[src/rtl/ps2_rx_fifo.sv]
`timescale 1ns/1ps
// ps2_rx_fifo
//   PS/2 keyboard receiver fully synchronous to clk. Both pad lines are
//   synchronised and glitch-filtered; 11-bit frames are checked for odd
//   parity and stop bit, with a timeout on stalled frames. E0/F0 prefixes
//   are folded into per-entry ext/brk flags and decoded scancodes are
//   buffered in a show-ahead FIFO.
// Ports
//   clk, rst          system clock, async active-high reset
//   ps2_clk_i         PS/2 clock pad input (asynchronous)
//   ps2_data_i        PS/2 data pad input (asynchronous)
//   rd_en             pop request; ignored while empty
//   rd_data[9:0]      head entry {ext, brk, code}; 0 while empty
//   empty, full       FIFO status
//   count             entries held
//   frame_err         one-cycle pulse per rejected or timed-out frame
//   overflow          sticky: an entry was dropped because the FIFO was full
// Handshake: rd_en is a ready-style pop qualified by !empty; rd_data is valid
//   whenever empty=0 and advances the cycle after an accepted pop.
module ps2_rx_fifo #(
  parameter int FILTER_LEN     = 19,
  parameter int TIMEOUT_CYCLES = 100000,
  parameter int DEPTH_LOG2     = 3
) (
  input  logic                  clk,
  input  logic                  rst,
  input  logic                  ps2_clk_i,
  input  logic                  ps2_data_i,
  input  logic                  rd_en,
  output logic [9:0]            rd_data,
  output logic                  empty,
  output logic                  full,
  output logic [DEPTH_LOG2:0]   count,
  output logic                  frame_err,
  output logic                  overflow
);
  localparam int DEPTH = 1 << DEPTH_LOG2;
  localparam int CW    = DEPTH_LOG2 + 1;
  localparam int FW    = $clog2(FILTER_LEN + 1);
  localparam int TW    = $clog2(TIMEOUT_CYCLES + 1);

  typedef enum logic [1:0] {ST_IDLE, ST_DATA, ST_PARITY, ST_STOP} state_e;

  state_e                state_q, state_d;
  logic [1:0]            clk_sync_q, clk_sync_d, data_sync_q, data_sync_d;
  logic                  clk_filt_q, clk_filt_d, data_filt_q, data_filt_d;
  logic [FW-1:0]         clk_fcnt_q, clk_fcnt_d, data_fcnt_q, data_fcnt_d;
  logic                  clk_prev_q, clk_prev_d;
  logic [2:0]            bit_idx_q, bit_idx_d;
  logic [7:0]            shreg_q, shreg_d;
  logic                  parity_q, parity_d;
  logic [TW-1:0]         to_cnt_q, to_cnt_d;
  logic                  ext_q, ext_d, brk_q, brk_d;
  logic                  dec_valid_q, dec_valid_d;
  logic [7:0]            dec_byte_q, dec_byte_d;
  logic                  frame_err_q, frame_err_d;
  logic [9:0]            mem_q [DEPTH], mem_d [DEPTH];
  logic [DEPTH_LOG2-1:0] wr_ptr_q, wr_ptr_d, rd_ptr_q, rd_ptr_d;
  logic [CW-1:0]         count_q, count_d;
  logic                  overflow_q, overflow_d;

  logic fall, timeout, start, shift_en, par_en, stop_chk, frame_good, frame_bad;
  logic is_e0, is_f0, push, pop, full_w, empty_w, wr_ok;

  // Falling edge of the filtered clock: high last cycle, low now.
  assign fall    = clk_prev_q & ~clk_filt_q;
  // A falling edge restarts the timer, so it wins over an expiring count.
  assign timeout = (state_q != ST_IDLE) && !fall && (to_cnt_q == TW'(TIMEOUT_CYCLES));

  // ---------------- FSM: state register ----------------
  always_ff @(posedge clk or posedge rst) begin
    if (rst) state_q <= ST_IDLE;
    else     state_q <= state_d;
  end

  // ---------------- FSM: next state ----------------
  always_comb begin
    state_d = state_q;
    if (timeout) begin
      state_d = ST_IDLE;
    end else if (fall) begin
      case (state_q)
        ST_IDLE:   if (!data_filt_q) state_d = ST_DATA;
        ST_DATA:   if (bit_idx_q == 3'd7) state_d = ST_PARITY;
        ST_PARITY: state_d = ST_STOP;
        default:   state_d = ST_IDLE;
      endcase
    end
  end

  // ---------------- FSM: outputs ----------------
  always_comb begin
    start      = fall && (state_q == ST_IDLE) && !data_filt_q;
    shift_en   = fall && (state_q == ST_DATA);
    par_en     = fall && (state_q == ST_PARITY);
    stop_chk   = fall && (state_q == ST_STOP);
    // Odd parity: the nine data+parity bits must hold an odd number of ones.
    frame_good = stop_chk && data_filt_q && (^{shreg_q, parity_q});
    frame_bad  = (stop_chk && !frame_good) || timeout;
  end

  // ---------------- Input conditioning ----------------
  always_comb begin
    clk_sync_d  = {clk_sync_q[0], ps2_clk_i};
    data_sync_d = {data_sync_q[0], ps2_data_i};
    clk_prev_d  = clk_filt_q;

    // Filter: any agreeing sample restarts the count.
    clk_filt_d = clk_filt_q;
    clk_fcnt_d = '0;
    if (clk_sync_q[1] != clk_filt_q) begin
      if (clk_fcnt_q == FW'(FILTER_LEN - 1)) clk_filt_d = clk_sync_q[1];
      else                                   clk_fcnt_d = clk_fcnt_q + FW'(1);
    end

    data_filt_d = data_filt_q;
    data_fcnt_d = '0;
    if (data_sync_q[1] != data_filt_q) begin
      if (data_fcnt_q == FW'(FILTER_LEN - 1)) data_filt_d = data_sync_q[1];
      else                                    data_fcnt_d = data_fcnt_q + FW'(1);
    end
  end

  // ---------------- Frame datapath and decode ----------------
  always_comb begin
    bit_idx_d = bit_idx_q;
    shreg_d   = shreg_q;
    parity_d  = parity_q;
    if (start || timeout) begin
      bit_idx_d = '0;
      shreg_d   = '0;
    end else if (shift_en) begin
      bit_idx_d = bit_idx_q + 3'd1;
      shreg_d   = {data_filt_q, shreg_q[7:1]};  // LSB arrives first
    end
    if (par_en) parity_d = data_filt_q;

    if ((state_q == ST_IDLE) || fall || timeout) to_cnt_d = '0;
    else                                         to_cnt_d = to_cnt_q + TW'(1);

    frame_err_d = frame_bad;
    dec_valid_d = frame_good;
    dec_byte_d  = frame_good ? shreg_q : dec_byte_q;

    is_e0 = dec_valid_q && (dec_byte_q == 8'hE0);
    is_f0 = dec_valid_q && (dec_byte_q == 8'hF0);
    push  = dec_valid_q && !is_e0 && !is_f0;

    // Prefix flags accumulate until a non-prefix byte consumes them.
    ext_d = ext_q;
    brk_d = brk_q;
    if (frame_bad) begin
      ext_d = 1'b0;
      brk_d = 1'b0;
    end else if (is_e0) begin
      ext_d = 1'b1;
    end else if (is_f0) begin
      brk_d = 1'b1;
    end else if (push) begin
      ext_d = 1'b0;
      brk_d = 1'b0;
    end
  end

  // ---------------- FIFO ----------------
  assign empty_w = (count_q == '0);
  assign full_w  = (count_q == CW'(DEPTH));
  assign pop     = rd_en && !empty_w;
  // A pop in the same cycle frees the slot, so a full FIFO still accepts.
  assign wr_ok   = push && (!full_w || pop);

  always_comb begin
    mem_d = mem_q;
    if (wr_ok) mem_d[wr_ptr_q] = {ext_q, brk_q, dec_byte_q};
    wr_ptr_d   = wr_ok ? wr_ptr_q + DEPTH_LOG2'(1) : wr_ptr_q;
    rd_ptr_d   = pop   ? rd_ptr_q + DEPTH_LOG2'(1) : rd_ptr_q;
    count_d    = count_q;
    if (wr_ok && !pop)      count_d = count_q + CW'(1);
    else if (!wr_ok && pop) count_d = count_q - CW'(1);
    overflow_d = overflow_q || (push && !wr_ok);
  end

  always_ff @(posedge clk or posedge rst) begin
    if (rst) begin
      clk_sync_q  <= 2'b11;
      data_sync_q <= 2'b11;
      clk_filt_q  <= 1'b1;
      data_filt_q <= 1'b1;
      clk_fcnt_q  <= '0;
      data_fcnt_q <= '0;
      clk_prev_q  <= 1'b1;
      bit_idx_q   <= '0;
      shreg_q     <= '0;
      parity_q    <= 1'b0;
      to_cnt_q    <= '0;
      ext_q       <= 1'b0;
      brk_q       <= 1'b0;
      dec_valid_q <= 1'b0;
      dec_byte_q  <= '0;
      frame_err_q <= 1'b0;
      mem_q       <= '{default: '0};
      wr_ptr_q    <= '0;
      rd_ptr_q    <= '0;
      count_q     <= '0;
      overflow_q  <= 1'b0;
    end else begin
      clk_sync_q  <= clk_sync_d;
      data_sync_q <= data_sync_d;
      clk_filt_q  <= clk_filt_d;
      data_filt_q <= data_filt_d;
      clk_fcnt_q  <= clk_fcnt_d;
      data_fcnt_q <= data_fcnt_d;
      clk_prev_q  <= clk_prev_d;
      bit_idx_q   <= bit_idx_d;
      shreg_q     <= shreg_d;
      parity_q    <= parity_d;
      to_cnt_q    <= to_cnt_d;
      ext_q       <= ext_d;
      brk_q       <= brk_d;
      dec_valid_q <= dec_valid_d;
      dec_byte_q  <= dec_byte_d;
      frame_err_q <= frame_err_d;
      mem_q       <= mem_d;
      wr_ptr_q    <= wr_ptr_d;
      rd_ptr_q    <= rd_ptr_d;
      count_q     <= count_d;
      overflow_q  <= overflow_d;
    end
  end

  assign rd_data   = empty_w ? 10'h000 : mem_q[rd_ptr_q];
  assign empty     = empty_w;
  assign full      = full_w;
  assign count     = count_q;
  assign frame_err = frame_err_q;
  assign overflow  = overflow_q;
endmodule

[config.mk]
export PLATFORM = sky130hd
export DESIGN_NAME = ps2_rx_fifo
export DESIGN_NICKNAME = d
export VERILOG_FILES = /design/src/rtl/ps2_rx_fifo.sv
export SDC_FILE = /design/constraint.sdc
export NUM_CORES = 1
export LEC_CHECK = 0
export CELL_PAD_IN_SITES_DETAIL_PLACEMENT = 1
export CELL_PAD_IN_SITES_GLOBAL_PLACEMENT = 2
export CORE_MARGIN = 4
export CORE_UTILIZATION = 25
export DETAILED_ROUTE_END_ITERATION = 8
export GPL_TIMING_DRIVEN = 0
export PLACE_DENSITY = 0.59
export REMOVE_ABC_BUFFERS = 1
export SYNTH_ARGS = -nofsm -noshare
export SYNTH_HDL_FRONTEND = slang
export SYNTH_SLANG_ARGS = --single-unit
[constraint.sdc]
create_clock -name clk -period 6.7 [get_ports clk]
set_input_delay 0.67 -clock clk [delete_from_list [all_inputs] [get_ports clk]]
set_output_delay 0.67 -clock clk [all_outputs]
set_load 0.05 [all_outputs]
# After elaboration in Yosys (flattened, before gate mapping)
# Index checks and enable logic that the tools add are counted.
# word_totals
ff_bits	151
inputBits	5
out_inout_bits	18
elab_cells	139
# classes
addsub	8
order_cmp	3
eq_ne	16
muxes	30
n_bitwise	4
n_reduce_logical	49
# ops
operator	count
$bwmux W80	1
$mux W10	4
$bmux W10 S3	1
$demux W10 S3	1
$logic_and A1 B1 Y1	20
$mux W5	4
$add A17 B1 Y17 const B	1
$eq A17 B17 Y1 const B	1
$mux W17	1
$eq A8 B8 Y1 const B	2
$mux W8	2
$add A5 B1 Y5 const B	2
$eq A5 B5 Y1 const B	2
$add A3 B1 Y3 const B	3
$logic_not A1 Y1	9
$ne A3 B3 Y1 const B	3
$reduce_xor A9 Y1	1
$ge A4 B4 Y1 const B	2
$mux W2	4
$mux W4	2
$not A3 Y4	2
$reduce_and A2 Y1	4
$reduce_bool A2 Y1	4
$mux W1	7
other kinds (18)	27

# Logic depth before layout (Yosys ltp)
# Gate-level depths: netlist of the first run.
# logic_depth
depth_word	10
ltp_mapped	12
ltp_nobuf	11

# Worst setup path before layout of the first run
# Ideal clock, no wire load.
# synth_timing
path_kind	flip-flop to output port
start	register count_q[0] (netlist: count[0])
end	output rd_data[0]
t_arrival_ps	2182
required_ps	6030
setup_slack_ps	3848
path_stages_with_launch	4
path_buffers	1
cell_sequence	dfrtp_1 nor4_1 clkbuf_1 nor2_1
# synth_via
elab_chain_len	2
# synth_lines
item	line	text
from (decl)	59	logic [CW-1:0] count_q, count_d;
from (signal assigned)	226	count_q <= count_d;
$logic_not A4 Y1	166	assign empty_w = (count_q == '0);
named net empty	31	output logic empty,
$mux W10	231	assign rd_data = empty_w ? 10'h000 : mem_q[rd_ptr_q];
to (decl)	30	output logic [9:0] rd_data,
# The timed path passes the listed nets, and every way through them passes these cells.

# Worst setup path in the final report of the first run
# layout_timing
start	register rd_ptr_q[1]
end	output rd_data[5]
# layout_via
elab_chain_len	5
# layout_lines
item	line	text
from (decl)	58	logic [DEPTH_LOG2-1:0] wr_ptr_q, wr_ptr_d, rd_ptr_q, rd_ptr_d;
from (signal assigned)	225	rd_ptr_q <= rd_ptr_d;
$not A3 Y4 (not written as such)	231	
$bmux W10 S3	231	
$mux W10 (not written as such) (2 in series)	231	
$mux W10	231	
# Every way passes these cells. The select of a mux whose other input is x is not followed.

==> impl_metrics.toml, run 1 <==
[cts]
cts_max_level = 4
cts_setup_buffers = 0
cts_sinks = 151
clk_latency_ns = 0.42
cts.clk_slew.worst_paths_ns = 0.07
cts_buffer_depth = 2
root_buffer = "clkbuf_16"
ctsResizeCount = 0
cts_hold_buf = 0
cts_tree = "built"
cts-buffers-inserted = 17

[power]
swShare_pct = 29.88
total_power_w = 0.002240
pwr-share-comb_pct = 11.9
ir_drop_uv = 157.7
p_switching_w = 0.0006692
p_leak_nw = 3.754
p_seq_share_pct = 47.5
p_int_w = 0.001570
power_density_mw_per_mm2 = 272.4
p_clk_share_pct = 40.6

[layout]
layout-drive-gt1-share_pct = 30.56
area_delta_synth_final_pct = 17.22
nNetsFinal = 563
regArea_sq_mm = 0.003789
num_antenna_cells = 0
multi_input_comb_area_sq_mm = 0.003089
fillers = 2979
fin_area_sq_mm = 0.008220

[placed_design]
portBuffers = 22
hpwlAfterDp_microns = 9840
place.gp.congestion = 0.7022
postPlaceCellArea_sq_mm = 0.007667

[route]
route.detailed.drc = 0
drt_iter0_markers = 220
wirelength_microns = 15280
route.antenna.remaining_nets = 0
vias_per_cell = 4.372
first_pass_iters = 4
wl_per_cell_microns = 16.41
num_vias = 4070

[critical_path]
cpMaxStageDelayCell = "dfrtp_1"
arrival_ns = 2.98
slowest_delay_ns = 1.09
rr_endpoint = "count[3]$_DFFE_PP0P_"
critPathKind = "reg2out"
startpoint_type = "flip-flop"
crit_path_end_kind = "output port"
crit_chain = "mux4_2, mux2i_1, nor2_1, clkdlybuf4s50_1"
reg2regPathDepth = 10
cp.required_ns = 6.03
worst-path-buf-inv = 1
reg2reg_slack_ns = 3.81
critical_path.top_delay_family = "flip-flops"
worstPathMaxFanout = 22
reg2reg_from = "count[1]$_DFFE_PP0P_"

[flow_run]
cap_violations = 0

[sta]
finClkSkew_ns = 0.01522
tightest_slew_ns = 1.118
rsz0062_at_grt = "false"
drv_slew = 0
hold_viol = 0
whs_ns = 0.3560
min_period_over_period_pct = 54.47
relSlewSlack_pct = 25.49
setup_viol = 0
fmax_mhz = 274.0
period_minus_slack_ns = 3.649

[grt]
grtUsageTotal_pct = 10.44
overflow = 0
grt_max_degree = 94
grt_pass1_vias = 4563
grt_pass1_wl_microns = 25170
antenna_found_initial = 0

[synthesis]
synth_top_area_share_pct = 51.38
synthArstFlopShare_pct = 100.0
synth.top_cells.by_area = "dfrtp_1 51%, mux2_2 15%, mux4_2 6.4%"
yosys_warnings = 0
synth-seq-cells = 151
synth_top_area_cell = "dfrtp_1"
seq_area_frac_synth_pct = 54.01
synth_top_flop_cell = "dfrtp_1"
synth-edff-count = 0
synth.distinct_cells = 47
netlist_area_sq_mm = 0.007013
syn_inst = 522
syn_area_per_cell_sq_um = 13.43

[min_path]
min_to = "data_sync_q[1]$_DFF_PP1_"
hp-start = "data_sync_q[0]$_DFF_PP1_"
min_path_type = "reg2reg"
min_path_cells = 0

[floorplan]
start_util_pct = 25.31
chipHeight_microns = 175.5
core_area_sq_mm = 0.02771
boundaryPins = 23
rows = 61
die-area_sq_mm = 0.03080
die_x_microns = 175.5

[status]
status = "finished clean"
[power groups by stage]
| stage | clock [W] | combinational (W) | sequential, W |
|---|---|---|---|
| 6_report | 0.000908 | 0.000267 | 0.00106 |
| 5_1_grt | 0.000983 | 0.000289 | 0.00108 |
| 4_1_cts | 0.000939 | 0.000272 | 0.00107 |
| 3_5_place_dp | 0 | 0.000272 | 0.00109 |
| 3_3_place_gp | 0 | 0.000262 | 0.00108 |
| 2_1_floorplan | 0 | 0.000159 | 0.00108 |
[metal layers]
layer / GRT usage [%] / routed length, microns / share of wire [%]
met1: 13.21 / 7015 / 46
met2: 17.96 / 7791 / 51
met3: 2.497 / 370 / 2.4
met4: 2.827 / 98 / 0.64
met5: 0 / 0 / 0
[registers in the layout (all words and copies together) (netlist names), 2 cells and up]
name / flops
data_sync_q: 2
to_cnt_q: 17
state_q: 2
mem_q: 80
count: 4
bit_idx_q: 3
shreg_q: 8
wr_ptr_q: 3
clk_sync_q: 2
rd_ptr_q: 3
dec_byte_q: 8
clk_fcnt_q: 5
data_fcnt_q: 5
[cells in the final DEF (no fill, tap or decap), types with 3 or more instances in the layout]
master and count:
dfstp_2 7, xnor2_1 15, nor2_1 50, clkbuf_16 17, mux2_2 95, xor2_1 19, inv_6 8, nand2b_1 5
o21ai_0 4, clkdlybuf4s50_1 22, clkinvlp_4 4, dfrtp_1 143, nor3_1 4, nand4_1 5, nand2_1 18, a21oi_1 6
nand3b_1 5, nand3_1 16, mux2i_1 17, and3_1 5, mux4_2 20, ha_1 17, inv_1 8, or3_1 3
[worst max-delay path by stage]
stage               cells past startpoint  slack, ns                        to                    start
global route                            4       2.81                rd_data[5]  rd_ptr_q[0]$_DFFE_PP0P_
CTS                                     4       2.96                rd_data[5]  rd_ptr_q[0]$_DFFE_PP0P_
finish                                  4       3.05                rd_data[5]  rd_ptr_q[1]$_DFFE_PP0P_
detailed placement                      5       3.40     mem_q[16]$_DFFE_PP0P_                    rd_en
global placement                        2      -0.21     mem_q[71]$_DFFE_PP0P_                      rst
floorplan                               1       1.98  bit_idx_q[0]$_DFFE_PP0P_                      rst
[logic make-up (layout without fill, tap and decap cells)]
group / Yosys count / in the layout / synth area share [%]
multiplexers: 133 / 133 / 24.42
adder cells (fa/ha/maj): 18 / 18 / 3.318
flip-flops: 151 / 151 / 54.01
AO/OA/AOI/OAI: 16 / 16 / 1.499
buffers and inverters: 36 / 67 / 2.177
AND/OR/NAND/NOR: 132 / 132 / 9.688
XOR/XNOR: 36 / 36 / 4.889
[per-stage QoR]
stage | utilization, % | setup WS (ns) | cells | setup TNS (ns)
3_5_place_dp | 27.67 | 3.403 | 899 | 0
5_1_grt | 29.67 | 2.812 | 931 | 0
6_report | 29.67 | 3.051 | 931 | 0
4_1_cts | 29.67 | 2.965 | 931 | 0
3_3_place_gp | 27.39 | -0.2086 | 895 | -28.35
2_1_floorplan | - | 1.977 | 495 | 0
[worst reg2reg max path: cells and delay by family, from the launching register on]
kind	cells	cell delay [ns]
flip-flops	1	0.47
AND/OR/NAND/NOR	3	1.11
XOR/XNOR	2	0.28
adder cells (fa/ha/maj)	2	0.49
AO/OA/AOI/OAI	2	0.34
buffers and inverters	1	0.09
[cell type report]
| cell class | instances | area share (%) |
|---|---|---|
| Sequential cell | 151 | 46.09 |
| Multi-Input combinational cell | 335 | 37.58 |
| Tap cell | 378 | 5.753 |
| Clock buffer | 18 | 5.342 |
| Timing Repair Buffer | 26 | 3.379 |
| Clock inverter | 14 | 1.385 |
| Inverter | 9 | 0.4718 |
[synthesized netlist by cell type (6+ instances only)]
cell / number
nand2_1: 18
dfstp_2: 7
buf_2: 9
nand3_1: 16
xor2_1: 19
mux2_2: 95
nor2_1: 50
inv_1: 9
a21oi_1: 6
mux4_2: 20
dfrtp_1: 144
mux2i_1: 17
ha_1: 17
clkbuf_1: 12
xnor2_1: 15
(Power assumes the default switching activity.)
==> run 2, diff against run 1 <==
Settings changed: PLACE_DENSITY 0.59 to 0.61.
Clock period 6.7 ns to 3 ns, I/O delays scaled along.
==> run 2 against run 1 <==
Design area up 1.4%. Sequential share of layout area fell by 0.52 points. Critical endpoint is now rd_data[4]. Largest cell class unchanged. Worst hold slack got worse by 0.076 ns. Critical path type unchanged.
==> impl_metrics.toml, run 2 (synthesized netlist as in run 1, its figures left out) <==
[cts]
clk_latency_ns = 0.42
cts-buffers-inserted = 17
root_buffer = "clkbuf_16"
cts_buffer_depth = 2
cts_tree = "built"
cts_sinks = 151
cts_max_level = 4
cts.clk_slew.worst_paths_ns = 0.07
cts_hold_buf = 0

[sta]
fmax_mhz = 349.6
period_minus_slack_ns = 2.861
drv_slew = 0
relSlewSlack_pct = 42.44
hold_viol = 0
rsz0062_at_grt = "false"
final.setup.tns_ns = 0
min_period_over_period_pct = 95.36
finClkSkew_ns = 0.01195
whs_ns = 0.2797
setup_viol = 0
tightest_slew_ns = 0.8634

[power]
swShare_pct = 28.73
p_int_w = 0.003766
p_seq_share_pct = 44.7
pwr-share-comb_pct = 12.9
p_clk_share_pct = 42.4
power_density_mw_per_mm2 = 633.8
ir_drop_uv = 299.0
p_leak_nw = 3.853
p_switching_w = 0.001518
total_power_w = 0.005284

[min_path]
min_path_cells = 1
min_to = "data_sync_q[0]$_DFF_PP1_"
min_path_type = "in2reg"
hp-start = "ps2_data_i"

[critical_path]
startpoint_type = "flip-flop"
worstPathMaxFanout = 12
rr_endpoint = "count[3]$_DFFE_PP0P_"
arrival_ns = 2.56
crit_path_end_kind = "output port"
critPathKind = "reg2out"
reg2regPathDepth = 11
reg2reg_from = "dec_byte_q[3]$_DFFE_PP0P_"
cp.required_ns = 2.70
reg2reg_slack_ns = 0.23

[floorplan]
rows = 61
die_x_microns = 175.5
core_area_sq_mm = 0.02771
start_util_pct = 25.31
die-area_sq_mm = 0.03080
chipHeight_microns = 175.5
boundaryPins = 23

[layout]
num_antenna_cells = 0
final_cell_mix = "138 x dfrtp_1, 95 x mux2_2, 49 x nor2_1, 20 x mux4_2, 19 x xor2_1"
fin_area_sq_mm = 0.008338
layout-drive-gt1-share_pct = 31.95
regMostFlops = "mem_q"
nNetsFinal = 564
final_util_pct = 30.10
largest_reg_flops = 80
largestRegisters = "mem_q (80), to_cnt_q (17)"
final_common_cell = "dfrtp_1"
area_delta_synth_final_pct = 18.89

[route]
drt_iter0_markers = 155
wl_per_cell_microns = 16.77
route.antenna.remaining_nets = 0
wirelength_microns = 15630
route.detailed.drc = 0
num_vias = 4096
first_pass_iters = 4
vias_per_cell = 4.395

[status]
status = "finished clean"

[placed_design]
postPlaceCellArea_sq_mm = 0.007667
place.gp.congestion = 0.6949
hpwlAfterDp_microns = 10190
portBuffers = 22

[grt]
grtUsageTotal_pct = 10.75
grt_pass1_wl_microns = 25810
grt_max_degree = 105
overflow = 0
antenna_found_initial = 0
grt_pass1_vias = 4596

[flow_run]
cap_violations = 0
==> run 2: cell count changes in the layout (fill, tap and decap cells not counted), sizes merged, moves of 2 or more <==
cell           before  now
clkdlybuf4s50      22   15
dlygate4sd2         0    5
clkinvlp            4    2
bufinv              0    3
dlymetal6s2s        0    2
==> run 2: cell type report <==
| class | instances | area, sq um |
|---|---|---|
| Inverter | 9 | 38.79 |
| Clock inverter | 15 | 188.9 |
| Sequential cell | 151 | 3800 |
| Fill cell | 2974 | 19370 |
| Multi-Input combinational cell | 335 | 3120 |
| Timing Repair Buffer | 27 | 291.5 |
| Tap cell | 378 | 473.0 |
| Clock buffer | 17 | 425.4 |
==> run 2: metrics by stage <==
step / worst slack (ns) / cells
after floorplan: -1.648 / 495
after global placement: -3.431 / 895
after detailed placement: -0.01201 / 899
after CTS: 0.01943 / 932
after global routing: 0.01245 / 932
final: 0.1393 / 932
==> run 2: metal layers <==
| metal | global-route usage (%) | wire [microns] | up-vias |
|---|---|---|---|
| met3 | 2.777 | 399 | 7 |
| met4 | 2.437 | 127 | 0 |
| met1 | 13.49 | 7068 | 2181 |
| met2 | 18.70 | 8030 | 29 |
| met5 | 0 | 0 | - |
| li1 | - | - | 1879 |
==> run 2: power by group through the flow <==
stage	registers, W	logic, W	clock network (W)
2_1_floorplan	0.00241	0.000356	0
5_1_grt	0.00239	0.000738	0.00240
3_5_place_dp	0.00244	0.000621	0
3_3_place_gp	0.00242	0.000586	0
4_1_cts	0.00237	0.000691	0.00232
6_report	0.00236	0.000682	0.00224
==> run 2: worst max path at each step <==
stage,slack [ns],depth (start not counted),endpoint,from
after floorplan,-1.65,10,count[3]$_DFFE_PP0P_,count[0]$_DFFE_PP0P_
after global placement,-3.43,2,mem_q[70]$_DFFE_PP0P_,rst
after detailed placement,-0.01,11,count[3]$_DFFE_PP0P_,dec_byte_q[3]$_DFFE_PP0P_
after CTS,0.02,4,rd_data[7],rd_ptr_q[0]$_DFFE_PP0P_
after global routing,0.01,4,rd_data[4],rd_ptr_q[0]$_DFFE_PP0P_
final,0.14,4,rd_data[4],rd_ptr_q[0]$_DFFE_PP0P_
==> run 2: worst max-delay path, cell delays in order, from the launching register on <==
cell             delay (ns)
dfrtp_4                0.61
mux4_2                 0.55
mux2i_1                0.17
nor2_1                 0.07
clkdlybuf4s50_1        0.73
==> run 2: what timing repair did <==
action | CTS | global route
pin swaps | 0 | 1
setup endpoints to repair | 11 | 3
setup buffers | 1 | 0
resized for setup | 10 | 9
==> run 3, diff against run 2 <==
Settings changed: SETUP_SLACK_MARGIN set to 0.2, SKIP_CTS_REPAIR_TIMING set to 1.
==> run 3 against run 2 <==
Sequential share of layout area down 0.65 points. Maximum frequency up 0.22%. Clock skew down 0.0023 ns. Non-clock buffer count up 11. Worst hold slack about the same. Clock-buffer cell count unchanged. Wire length up 0.74%. Via count up 0.68%. Die area unchanged. Cell count up 1.2%. Largest power group unchanged.
==> impl_metrics.toml, run 3 (synthesized netlist as in run 1, its figures left out) <==
[status]
status = "finished clean"

[layout]
final_common_cell = "dfrtp_1"
fillers = 2974
final_cell_mix = "137 x dfrtp_1, 95 x mux2_2, 49 x nor2_1, 20 x mux4_2, 19 x xor2_1"
num_antenna_cells = 0
largestRegisters = "mem_q (80), to_cnt_q (17)"
nNetsFinal = 575
layout-drive-gt1-share_pct = 33.81
area_delta_synth_final_pct = 20.64
largest_reg_flops = 80
regMostFlops = "mem_q"

[power]
p_seq_share_pct = 44.4
ir_drop_uv = 312.3
p_switching_w = 0.001528
power_density_mw_per_mm2 = 629.8
swShare_pct = 28.68
p_int_w = 0.003800
p_clk_share_pct = 42.1
p_leak_nw = 4.019
pwr-share-comb_pct = 13.5

[sta]
whs_ns = 0.2799
setup_viol = 0
min_period_over_period_pct = 95.15
relSlewSlack_pct = 42.95
tightest_slew_ns = 0.8558
finClkSkew_ns = 0.009675
fin_ws_ns = 0.1456
drv_slew = 0
rsz0062_at_grt = "true"
period_minus_slack_ns = 2.854
fmax_mhz = 350.3
hold_viol = 0

[cts]
cts_max_level = 4
cts_sinks = 151
clk_latency_ns = 0.42
cts.clk_slew.worst_paths_ns = 0.07
cts_tree = "built"
cts-buffers-inserted = 17
cts_buffer_depth = 2
root_buffer = "clkbuf_16"

[route]
num_vias = 4124
route.antenna.remaining_nets = 0
route.detailed.drc = 0
wl_per_cell_microns = 16.69
vias_per_cell = 4.373
wirelength_microns = 15740
first_pass_iters = 4
drt_iter0_markers = 139

[floorplan]
core_area_sq_mm = 0.02771
boundaryPins = 23
chipHeight_microns = 175.5
rows = 61
die_x_microns = 175.5
die-area_sq_mm = 0.03080
start_util_pct = 25.31

[critical_path]
crit_chain = "mux4_2, mux2i_1, nor2_1, clkdlybuf4s50_1"
slowest_delay_ns = 0.70
arrival_ns = 2.55
worstPathMaxFanout = 12
cpMaxStageDelayCell = "clkdlybuf4s50_1"
worst-path-buf-inv = 1
critPathKind = "reg2out"
reg2reg_slack_ns = 0.37
critical_path.top_delay_family = "multiplexers"
crit_path_end_kind = "output port"
startpoint_type = "flip-flop"
cp.required_ns = 2.70

[flow_run]
cap_violations = 0

[placed_design]
portBuffers = 22
place.gp.congestion = 0.6949
pre_cts_ws_ns = -0.01201
hpwlAfterDp_microns = 10190

[grt]
grt_max_degree = 105
met1_usage_pct = 13.44
grt_pass1_vias = 4575
grt_util_met2_pct = 18.61
grt_pass1_wl_microns = 25650
use_met3_pct = 2.734
overflow = 0
grtUsageTotal_pct = 10.69
grt-busiest-layer = "met2"
antenna_found_initial = 0

[min_path]
min_path_type = "in2reg"
[run 3: cell count changes in the layout (fill, tap and decap cells not counted), moves of 2 or more]
cell	before	now
clkdlybuf4s50_1	15	13
dlymetal6s2s_1	2	9
buf_4	1	12
dlygate4sd2_1	5	0
[run 3: routing by layer]
| layer | routed length, microns | share of wire (%) |
|---|---|---|
| met1 | 7209 | 46 |
| met2 | 8039 | 51 |
| met3 | 364 | 2.3 |
| met4 | 127 | 0.81 |
| met5 | 0 | 0 |
[run 3: worst paths after layout]
| path | startpoint | to | cells after the start |
|---|---|---|---|
| worst min-delay path | ps2_data_i | data_sync_q[0]$_DFF_PP1_ | 1 |
| max in group asynchronous | rst | clk_filt_q$_DFFE_PP1P_ | 3 |
| min in group asynchronous | rst | to_cnt_q[6]$_DFF_PP0_ | 2 |
| worst max register to register | dec_byte_q[3]$_DFFE_PP0P_ | count[3]$_DFFE_PP0P_ | 11 |
| worst max-delay path | rd_ptr_q[0]$_DFFE_PP0P_ | rd_data[4] | 4 |
| worst min register to register | data_sync_q[0]$_DFF_PP1_ | data_sync_q[1]$_DFF_PP1_ | 0 |
[run 3: per-stage QoR]
| step | TNS [ns] | util [%] | area, sq um | total power (W) | std cells |
|---|---|---|---|---|---|
| floorplan | -215.47 | - | 6894 | 0.002763 | 495 |
| global placement | -536.72 | 27.39 | 7587 | 0.003006 | 895 |
| detailed placement | -0.01201 | 27.67 | 7667 | 0.003056 | 899 |
| CTS | -3.708 | 29.89 | 8282 | 0.005338 | 931 |
| global route | 0 | 30.54 | 8461 | 0.005569 | 943 |
| finish | 0 | 30.54 | 8461 | 0.005329 | 943 |
[run 3: final cells by class]
class | instances | area (sq um) | area share [%]
sequential | 151 | 3801 | 44.93
multi-input combinational | 335 | 3123 | 36.91
tap | 378 | 473.0 | 5.590
clock buffer | 17 | 425.4 | 5.028
timing repair buffer | 38 | 410.4 | 4.851
clock inverter | 15 | 188.9 | 2.233
inverter | 9 | 38.79 | 0.4584
[run 3: power by group through the flow]
stage               clock, W  sequential [W]  combinational, W
floorplan                  0         0.00241          0.000356
global placement           0         0.00242          0.000586
detailed placement         0         0.00244          0.000621
CTS                  0.00232         0.00240          0.000621
global route         0.00240         0.00239          0.000779
finish               0.00224         0.00237          0.000721
[run 3: worst reg2reg max path: stages (launching register included)]
cell      delay [ns]
dfrtp_2         0.41
nand4b_1        0.22
o41ai_4         0.54
nor2_4          0.11
ha_2            0.21
inv_2           0.08
ha_1            0.24
a21o_1          0.21
a21oi_2         0.15
xnor2_1         0.15
nor2_1          0.08
xor2_1          0.14
